`config.mk`:
```
export PLATFORM = sky130hd
export DESIGN_NAME = apb_slave_regs
export DESIGN_NICKNAME = d
export VERILOG_FILES = /design/src/rtl/apb_pkg.sv /design/src/rtl/apb_slv_regfile.sv /design/src/rtl/apb_slave_regs.sv
export SDC_FILE = /design/constraint.sdc
export NUM_CORES = 1
export LEC_CHECK = 0
export BUFFER_PORTS_ARGS = -buffer_cell sky130_fd_sc_hd__buf_2
export CORE_MARGIN = 1
export CORE_UTILIZATION = 65
export CTS_CLUSTER_DIAMETER = 60
export DETAILED_ROUTE_END_ITERATION = 10
export GPL_TIMING_DRIVEN = 0
export PLACE_DENSITY_LB_ADDON = 0.2
export SLEW_MARGIN = 20
export SYNTH_ARGS = -nofsm -noshare
export SYNTH_HDL_FRONTEND = slang
export SYNTH_SLANG_ARGS = --single-unit
```
`constraint.sdc`:
```
create_clock -name clk -period 11.4 [get_ports clk]
set_clock_uncertainty 0.05 [all_clocks]
set_input_delay 1.14 -clock clk [delete_from_list [all_inputs] [get_ports clk]]
set_output_delay 1.14 -clock clk [all_outputs]
set_load 0.01 [all_outputs]
```
`src/rtl/apb_pkg.sv`:
```
// apb_pkg: shared offsets, STATUS bit positions, FSM encoding and byte-strobe merge for apb_slave_regs
package apb_pkg;
  localparam int APB_DATA_W = 32;
  localparam logic [3:0] OFF_A = 4'h0;
  localparam logic [3:0] OFF_B = 4'h4;
  localparam logic [3:0] OFF_RES = 4'h8;
  localparam logic [3:0] OFF_STAT = 4'hC;
  localparam int ST_CARRY = 0;
  localparam int ST_ERR = 1;
  localparam int ST_ID = 4;
  typedef enum logic [1:0] {IDLE, WAIT, RESP} state_t;
  function automatic logic [APB_DATA_W-1:0] strb_merge(input logic [APB_DATA_W-1:0] old,
                                                       input logic [APB_DATA_W-1:0] din,
                                                       input logic [3:0] strb);
    logic [APB_DATA_W-1:0] m;
    m = old;
    for (int i = 0; i < 4; i++) if (strb[i]) m[8*i +: 8] = din[8*i +: 8];
    return m;
  endfunction
endpackage

```
`src/rtl/apb_slv_regfile.sv`:
```
// apb_slv_regfile: A/B/STATUS storage, A+B adder, read mux and access decode (strobes with APB_SLV_STRB_EN)
module apb_slv_regfile
  import apb_pkg::*;
#(
  parameter int ADDR_W = 12,
  parameter logic [3:0] DEV_ID = 4'h0
) (
  input  logic                  clk,
  input  logic                  rst,
  input  logic [ADDR_W-1:0]     addr,
  input  logic                  wr,
`ifdef APB_SLV_STRB_EN
  input  logic [3:0]            strb,
  input  logic [3:0]            w_strb,
`endif
  output logic [APB_DATA_W-1:0] rdata,
  output logic                  dec_err,
  input  logic                  we,
  input  logic [1:0]            w_idx,
  input  logic [APB_DATA_W-1:0] w_data,
  input  logic                  set_err
);
  logic [APB_DATA_W-1:0] a, b, stat;
  logic [APB_DATA_W:0] sum;
  logic err, strb_err, clr;
  logic [3:0] ws;
  logic [1:0] idx;
`ifdef APB_SLV_STRB_EN
  assign ws = w_strb;
  assign strb_err = !wr && |strb;
`else
  assign ws = 4'hF;
  assign strb_err = 1'b0;
`endif
  assign idx = addr[3:2];
  assign sum = {1'b0, a} + {1'b0, b};
  assign dec_err = |addr[1:0] || |addr[ADDR_W-1:4] || (wr && idx == OFF_RES[3:2]) || strb_err;
  assign clr = we && w_idx == OFF_STAT[3:2] && w_data[ST_ERR] && ws[0];
  // STATUS image and read mux by word index
  always_comb begin
    stat = '0;
    stat[ST_CARRY] = sum[APB_DATA_W];
    stat[ST_ERR] = err;
    stat[ST_ID +: 4] = DEV_ID;
    rdata = idx == OFF_A[3:2] ? a : idx == OFF_B[3:2] ? b : idx == OFF_RES[3:2] ? sum[APB_DATA_W-1:0] : stat;
  end
  // operand writes and sticky error; a new error beats a same-cycle clear
  always_ff @(posedge clk or posedge rst) begin
    if (rst) begin
      a <= '0;
      b <= '0;
      err <= 1'b0;
    end else begin
      if (we && w_idx == OFF_A[3:2]) a <= strb_merge(a, w_data, ws);
      if (we && w_idx == OFF_B[3:2]) b <= strb_merge(b, w_data, ws);
      err <= set_err || (err && !clr);
    end
  end
endmodule

```
`src/rtl/apb_slave_regs.sv`:
```
// apb_slave_regs: APB3 completer with wait states and PSLVERR; byte strobes with APB_SLV_STRB_EN
module apb_slave_regs
  import apb_pkg::*;
#(
  parameter int ADDR_W = 12,
  parameter int WAIT_CYCLES = 0,
  parameter logic [3:0] DEV_ID = 4'h0
) (
  input  logic                  clk,
  input  logic                  rst,
  input  logic                  psel,
  input  logic                  penable,
  input  logic                  pwrite,
  input  logic [ADDR_W-1:0]     paddr,
  input  logic [APB_DATA_W-1:0] pwdata,
`ifdef APB_SLV_STRB_EN
  input  logic [3:0]            pstrb,
`endif
  output logic [APB_DATA_W-1:0] prdata,
  output logic                  pready,
  output logic                  pslverr
);
  localparam logic [3:0] CNT_INIT = 4'(WAIT_CYCLES == 0 ? 0 : WAIT_CYCLES - 1);
  state_t state, next;
  logic [3:0] cnt;
  logic [1:0] idx_l;
  logic [APB_DATA_W-1:0] wdata_l, rdata_l, rd_mux, src_rd;
  logic wr_l, err_l, dec_err, setup, complete, src_err, src_wr;
`ifdef APB_SLV_STRB_EN
  logic [3:0] strb_l;
`endif
  assign setup = state == IDLE && psel && !penable;
  assign complete = state == RESP && psel && penable;
  assign pready = state == RESP;
  assign pslverr = state == RESP && err_l;
  assign src_err = state == IDLE ? dec_err : err_l;
  assign src_wr = state == IDLE ? pwrite : wr_l;
  assign src_rd = state == IDLE ? rd_mux : rdata_l;
  apb_slv_regfile #(.ADDR_W(ADDR_W), .DEV_ID(DEV_ID)) u_regs (
    .clk(clk),
    .rst(rst),
    .addr(paddr),
    .wr(pwrite),
`ifdef APB_SLV_STRB_EN
    .strb(pstrb),
    .w_strb(strb_l),
`endif
    .rdata(rd_mux),
    .dec_err(dec_err),
    .we(complete && wr_l && !err_l),
    .w_idx(idx_l),
    .w_data(wdata_l),
    .set_err(complete && err_l)
  );
  // next state: losing psel in WAIT/RESP aborts back to IDLE
  always_comb begin
    next = state;
    case (state)
      IDLE: if (setup) next = WAIT_CYCLES == 0 ? RESP : WAIT;
      WAIT: if (!psel) next = IDLE; else if (cnt == 4'd0) next = RESP;
      default: next = IDLE;
    endcase
  end
  // state, setup-phase capture, wait counter and registered read data
  always_ff @(posedge clk or posedge rst) begin
    if (rst) begin
      state <= IDLE;
      cnt <= 4'd0;
      wr_l <= 1'b0;
      err_l <= 1'b0;
      idx_l <= 2'd0;
      wdata_l <= '0;
      rdata_l <= '0;
      prdata <= '0;
`ifdef APB_SLV_STRB_EN
      strb_l <= 4'd0;
`endif
    end else begin
      state <= next;
      if (setup) begin
        cnt <= CNT_INIT;
        wr_l <= pwrite;
        err_l <= dec_err;
        idx_l <= paddr[3:2];
        wdata_l <= pwdata;
        rdata_l <= rd_mux;
`ifdef APB_SLV_STRB_EN
        strb_l <= pstrb;
`endif
      end else if (state == WAIT) cnt <= cnt - 4'd1;
      if (next == RESP) prdata <= src_err ? '0 : src_wr ? prdata : src_rd;
    end
  end
endmodule

```
==> results.ini, run 1 <==
[logic_synthesis]
ys_seq_elements=171
synth_edf_count=0
synth_top_family_by_area=compound AO/OA/AOI/OAI gates
synth_top_area_share_pct=46.3
synth.most_common_cell=nand2_1
synthAdderAreaFrac_pct=4.82
yosys.area.top_type=dfrtp_1
synth_compound_area_share_pct=15.5
netlist_top_cells_area=dfrtp_1, mux2_2, nand2_1
synth_mux_area_share_pct=11.8
synth-simple-area-share_pct=15.5
synth_cell_types=69
synthesis.instances=970
avgSynthCellArea_um2=9.53
yosys_most_used_dff=dfrtp_1
synthXorXnorAreaFrac_pct=2.84
syn_nets=1054
ys_seq_area_share_pct=46.3
yosysWarningCount=0
netlist_area_mm2=0.00924
synth_commonest_cells=nand2_1, dfrtp_1, nor2_1
synthArstFlopShare_pct=100

[clock_tree]
post_cts_resized=0
clk_path_buf_depth=2
clkTransAtPathRegs_ps=70
clockRootBuffer=clkbuf_16
hold_buffers=0
cts_tree=built
cts_sinks=171
cts_buffers=17
htreeDepth=4
clk_latency_ps=430
post_cts_buffers=0

[sta]
drv_slew=0
timing.final.crit_share_pct=31.5
worstMarginPinSlew_ps=908
postLayoutSetupSlackWorst_ps=7810
fin_setup_tns_ps=0
setup_viol=0
final.min_clock_period_ps=3590
finalHoldViolCount=0
rsz0062_at_grt=no
maxClockFrequency_mhz=279
hold_slack_ps=425
slew_headroom_pct=39.5

[placed_design]
place_area_mm2=0.00991
port_buffers=80
dp_slack_ps=7500
place.gp.congestion=0.951
hpwl_mm=17.4

[global_routing]
grt_remaining_overflow=0
antenna_found_initial=0
grt_pass1_vias=7541
grt_pass1_wl_mm=39.2
grt_max_degree=107
grt_usage_pct=35.5

[critical_path]
critical_path_required_ps=11650
crit_path_start_kind=flop
crit_path_max_fanout=6
crit_start=u_regs.b[0]
critical_path_class=flop to flop
critPathCaptureType=flop
arrival_ps=3830
r2r_start=u_regs.b[0]

[final_layout]
syn_to_final_growth_pct=14.4
layout-drive-gt1-share_pct=19.3
fin_nets=1154
final_cell_area_mm2=0.0106
final_util_pct=76.2
antenna-diode-count=0
fillCellCount=963

[die]
num_io_pins=83
die_h_um=121
dieArea_mm2=0.0147
num_rows=43
die_x_um=121
core_area_mm2=0.0139
start_util_pct=66.6

[drt]
wl_per_cell_um=19.6
vias=7881
dr.pass1.iters=5
routed_wirelength_mm=24.8
drt-initial-drc-count=835
antenna_left=0
avgViaCountPerCell=6.24
drc_errors=0

[run_status]
status=finished, final reports clean

[run]
maxCapViolCount=0

[pwr]
p_per_area_mw_per_mm2=150
p_leak_nw=5.32
ir_drop_v=0.000101

[min_path]
hp-class=flop to flop
min_from=prdata[10]

-- area by class of cell --
| type | instances | area [um^2] | area share [%] |
|---|---|---|---|
| Tap cell | 180 | 225 | 2.13 |
| Inverter | 20 | 82.6 | 0.781 |
| Clock inverter | 14 | 230 | 2.18 |
| Clock buffer | 18 | 439 | 4.15 |
| Sequential cell | 171 | 4280 | 40.5 |
| Timing Repair Buffer | 81 | 428 | 4.05 |
| Buffer | 56 | 224 | 2.12 |
| Multi-Input combinational cell | 723 | 4670 | 44.1 |
-- routing by layer --
| layer | up-vias | track usage (%) | wire length [um] |
|---|---|---|---|
| met5 | - | 0 | 0 |
| met4 | 0 | 14.6 | 738 |
| met3 | 65 | 5.78 | 1660 |
| met2 | 360 | 56.5 | 11500 |
| met1 | 3831 | 48.2 | 10900 |
| li1 | 3625 | - | - |
-- per-stage QoR --
stage               power (mW)  cells
CTS                       1.59   1263
global route              1.65   1263
floorplan                0.860    970
global placement         0.922   1230
detailed placement       0.934   1231
finish                    1.59   1263
-- sequential cells by signal (all words and copies together), names as in the netlist, 2 cells and up --
name	count
rdata_l	32
idx_l	2
wdata_l	32
prdata	32
cnt	4
state	2
u_regs.b	32
u_regs.a	32
-- placed cells by master (no fill, tap or decap), types with 11 or more instances in the layout --
cell type	Yosys	layout
a211oi_1	12	12
a21o_1	14	14
a21oi_1	63	63
buf_2	9	89
clkbuf_1	40	40
clkbuf_16	0	17
dfrtp_1	171	171
ha_1	34	34
inv_1	19	18
mux2_2	66	66
mux2i_1	32	32
nand2_1	191	191
nand3_1	11	11
nand4_1	15	15
nor2_1	75	75
nor2b_1	11	11
o21ai_0	64	64
xnor2_1	18	18
xor2_1	12	12
-- worst paths after layout --
check                         endpoint  slack, ps  cells after the start
min in group asynchronous   prdata[28]        670                      2
setup reg to reg           rdata_l[28]       7810                     12
hold / removal              prdata[10]        420                      1
max in group asynchronous  u_regs.b[5]       9770                      3
hold reg to reg             prdata[10]        420                      1
setup / recovery           rdata_l[28]       7810                     12
-- report_power, final --
part	leakage, nW	switching [mW]	internal [mW]	total, mW
logic	2.69	0.142	0.0862	0.229
clock network	0.330	0.254	0.401	0.655
registers	2.31	0.0453	0.661	0.707
total	5.32	0.442	1.15	1.59
-- worst max-delay path: stages, from the launching register on --
cell and delay, ps:
dfrtp_1 370, ha_1 210, inv_1 70, fa_1 390, and2b_1 250, o2111ai_2 150
a2111oi_2 440, or2_2 260, a21oi_2 90, o31a_1 330, nand4_1 120, nor4b_1 580
o21ai_0 150
-- cells by family after synthesis --
| kind of cell | count (synthesis) |
|---|---|
| adder cells (fa/ha/maj) | 35 |
| XOR/XNOR | 30 |
| buffers and inverters | 76 |
| AO/OA/AOI/OAI | 224 |
| multiplexers | 99 |
| flip-flops | 171 |
| AND/OR/NAND/NOR | 335 |
(Power assumes the default switching activity.)
==> run 2, diff against run 1 <==
CORE_UTILIZATION = 54   (was 65)
clock period = 3.2 ns   (was 11.4 ns; I/O delays follow)
==> run 2 against run 1 <==
Against the previous run:
- cell area increased by 2.5%
- fmax up 15%
- first-iteration DRC count decreased by 28%
- die area is 20% higher
- setup slack got worse by 7700 ps
- sequential power grew to 3.6 times the previous value
- critical endpoint is now rdata_l[30]
- largest power group unchanged
==> results.ini, run 2 (synthesis gave the netlist of run 1 again) <==
[placed_design]
place.gp.congestion=0.897  ; was 0.951
hpwl_mm=17.4  ; about the same
port_buffers=80  ; unchanged
place_area_mm2=0.0100  ; was 0.00991 mm^2

[drt]
drc_errors=0  ; unchanged
drt-initial-drc-count=598  ; was 835
wl_per_cell_um=18.2  ; was 19.6 um
vias=7579  ; was 7881
routed_wirelength_mm=23.9  ; was 24.8 mm
antenna_left=0  ; unchanged
avgViaCountPerCell=5.78  ; was 6.24
dr.pass1.iters=5  ; unchanged

[critical_path]
r2r_start=u_regs.a[0]  ; was u_regs.b[0]
path_buf_inv=1  ; unchanged
cpPeakStageDelay_ps=400  ; was 580 ps
rrSetupSlack_ps=70  ; was 7810 ps
crit_path_max_fanout=3  ; was 6
crit_chain=ha_2 > inv_1 > fa_2 > and2b_2 > o2111ai_4 > a2111oi_4 > nor2_1 > o21ai_1 > a31oi_1 > o21a_1 > o21ai_0 > a21oi_1  ; was ha_1 > inv_1 > fa_1 > and2b_1 > o2111ai_2 > a2111oi_2 > or2_2 > a21oi_2 > o31a_1 > nand4_1 > nor4b_1 > o21ai_0
crit_slowest_cell=a2111oi_4  ; was nor4b_1
cp_num_cells=12  ; unchanged
critical_path_required_ps=3450  ; was 11650 ps
r2r-end=rdata_l[30]  ; was rdata_l[28]
critPathTopFamily=compound AO/OA/AOI/OAI gates  ; was simple AND/OR/NAND/NOR gates
arrival_ps=3380  ; was 3830 ps
r2r_cells=12  ; unchanged
crit_end=rdata_l[30]  ; was rdata_l[28]
crit_path_start_kind=flop  ; unchanged
crit_start=u_regs.a[0]  ; was u_regs.b[0]
critical_path_class=flop to flop  ; unchanged
critPathCaptureType=flop  ; unchanged

[global_routing]
antenna_found_initial=0  ; unchanged
grt_pass1_vias=7252  ; was 7541
grt_usage_pct=28.3  ; was 35.5%
grt_max_degree=35  ; was 107
grt_pass1_wl_mm=38.6  ; was 39.2 mm
grt_remaining_overflow=0  ; unchanged

[die]
dieArea_mm2=0.0176  ; was 0.0147 mm^2
num_io_pins=83  ; unchanged
num_rows=47  ; was 43
die_h_um=133  ; was 121 um
start_util_pct=55.5  ; was 66.6%
core_area_mm2=0.0166  ; was 0.0139 mm^2
die_x_um=133  ; was 121 um

[final_layout]
layout_common_cells=nand2_1, dfrtp_1, buf_2  ; unchanged
final_util_pct=65.1  ; was 76.2%
final_cell_area_mm2=0.0108  ; was 0.0106 mm^2
antenna-diode-count=0  ; unchanged
layout_commonest_cell=nand2_1  ; unchanged
syn_to_final_growth_pct=17.3  ; was 14.4%
layout-drive-gt1-share_pct=21.7  ; was 19.3%
fin_nets=1163  ; was 1154

[sta]
worstMarginPinSlew_ps=958  ; was 908 ps
finalHoldViolCount=0  ; unchanged
final.min_clock_period_ps=3130  ; was 3590 ps
timing.final.crit_share_pct=97.7  ; was 31.5%
slew_headroom_pct=36.1  ; was 39.5%
setup_viol=0  ; unchanged
maxClockFrequency_mhz=320  ; was 279 MHz
fin_setup_tns_ps=0  ; unchanged
drv_slew=0  ; unchanged

[min_path]
hp-class=input port to flop  ; was flop to flop
worstHoldPathCells=3  ; was 1

[clock_tree]
clockRootBuffer=clkbuf_16  ; unchanged
cts_tree=built  ; unchanged
clkTransAtPathRegs_ps=70  ; about the same
cts_buffers=17  ; unchanged
cts_sinks=171  ; unchanged
clk_latency_ps=440  ; was 430 ps
clk_path_buf_depth=2  ; unchanged
htreeDepth=4  ; unchanged

[pwr]
p_leak_nw=5.37  ; was 5.32 nW
ir_drop_v=0.000376  ; was 0.000101 V
p_per_area_mw_per_mm2=504  ; was 150 mW/mm^2

[run_status]
status=finished, final reports clean  ; unchanged

[run]
maxCapViolCount=0  ; unchanged

## run 2: area by class of cell
type                       count  area, um^2
timing repair buffer          91         548
multi-input combinational    723        4830
tap                          220         275
fill                        1375        5800
inverter                      20        78.8
clock inverter                13         154
clock buffer                  19         453
buffer                        55         220
sequential                   171        4280
## run 2: worst min path at each step
stage                from          end
5_1_grt         pwdata[8]   wdata_l[8]
3_5_place_dp          rst   prdata[24]
2_1_floorplan   pwdata[0]   wdata_l[0]
3_3_place_gp   prdata[18]   prdata[18]
4_1_cts        pwdata[15]  wdata_l[15]
6_report       pwdata[14]  wdata_l[14]
## run 2: repair_timing
item | 4_1_cts | 5_1_grt
setup endpoints to repair | 11 | 21
buffers inserted | 1 | 4
hold endpoints to repair | 19 | 0
hold buffers | 1 | 0
gates resized for setup | 13 | 21
pin swaps | 4 | 14
## run 2: report_power, final
part / leakage [nW] / internal, mW / switching, mW / total, mW
Sequential: 2.31 / 2.36 / 0.150 / 2.51
Clock: 0.292 / 1.21 / 0.927 / 2.14
Combinational: 2.78 / 0.323 / 0.502 / 0.825
Total: 5.37 / 3.89 / 1.58 / 5.47
## run 2: stage by stage
step	hold WS, ps	worst slack [ps]	total power [mW]	std cells
after floorplan	375	265	3.06	970
after global placement	405	-380	3.29	1270
after detailed placement	327	-266	3.33	1275
after CTS	12.9	6.10	5.47	1309
after global routing	16.6	-12.9	5.70	1312
final	16.0	74.0	5.47	1312
## run 2: worst min-delay path, delay by kind of cell
family | cells | cell delay, ps
buf+inv | 1 | 70
simple gates | 2 | 80
## run 2: metal layers
layer	part of all wire, %	track usage [%]
met1	48	40.5
met2	44	43.0
met3	4.9	4.21
met4	2.8	11.4
met5	0	0
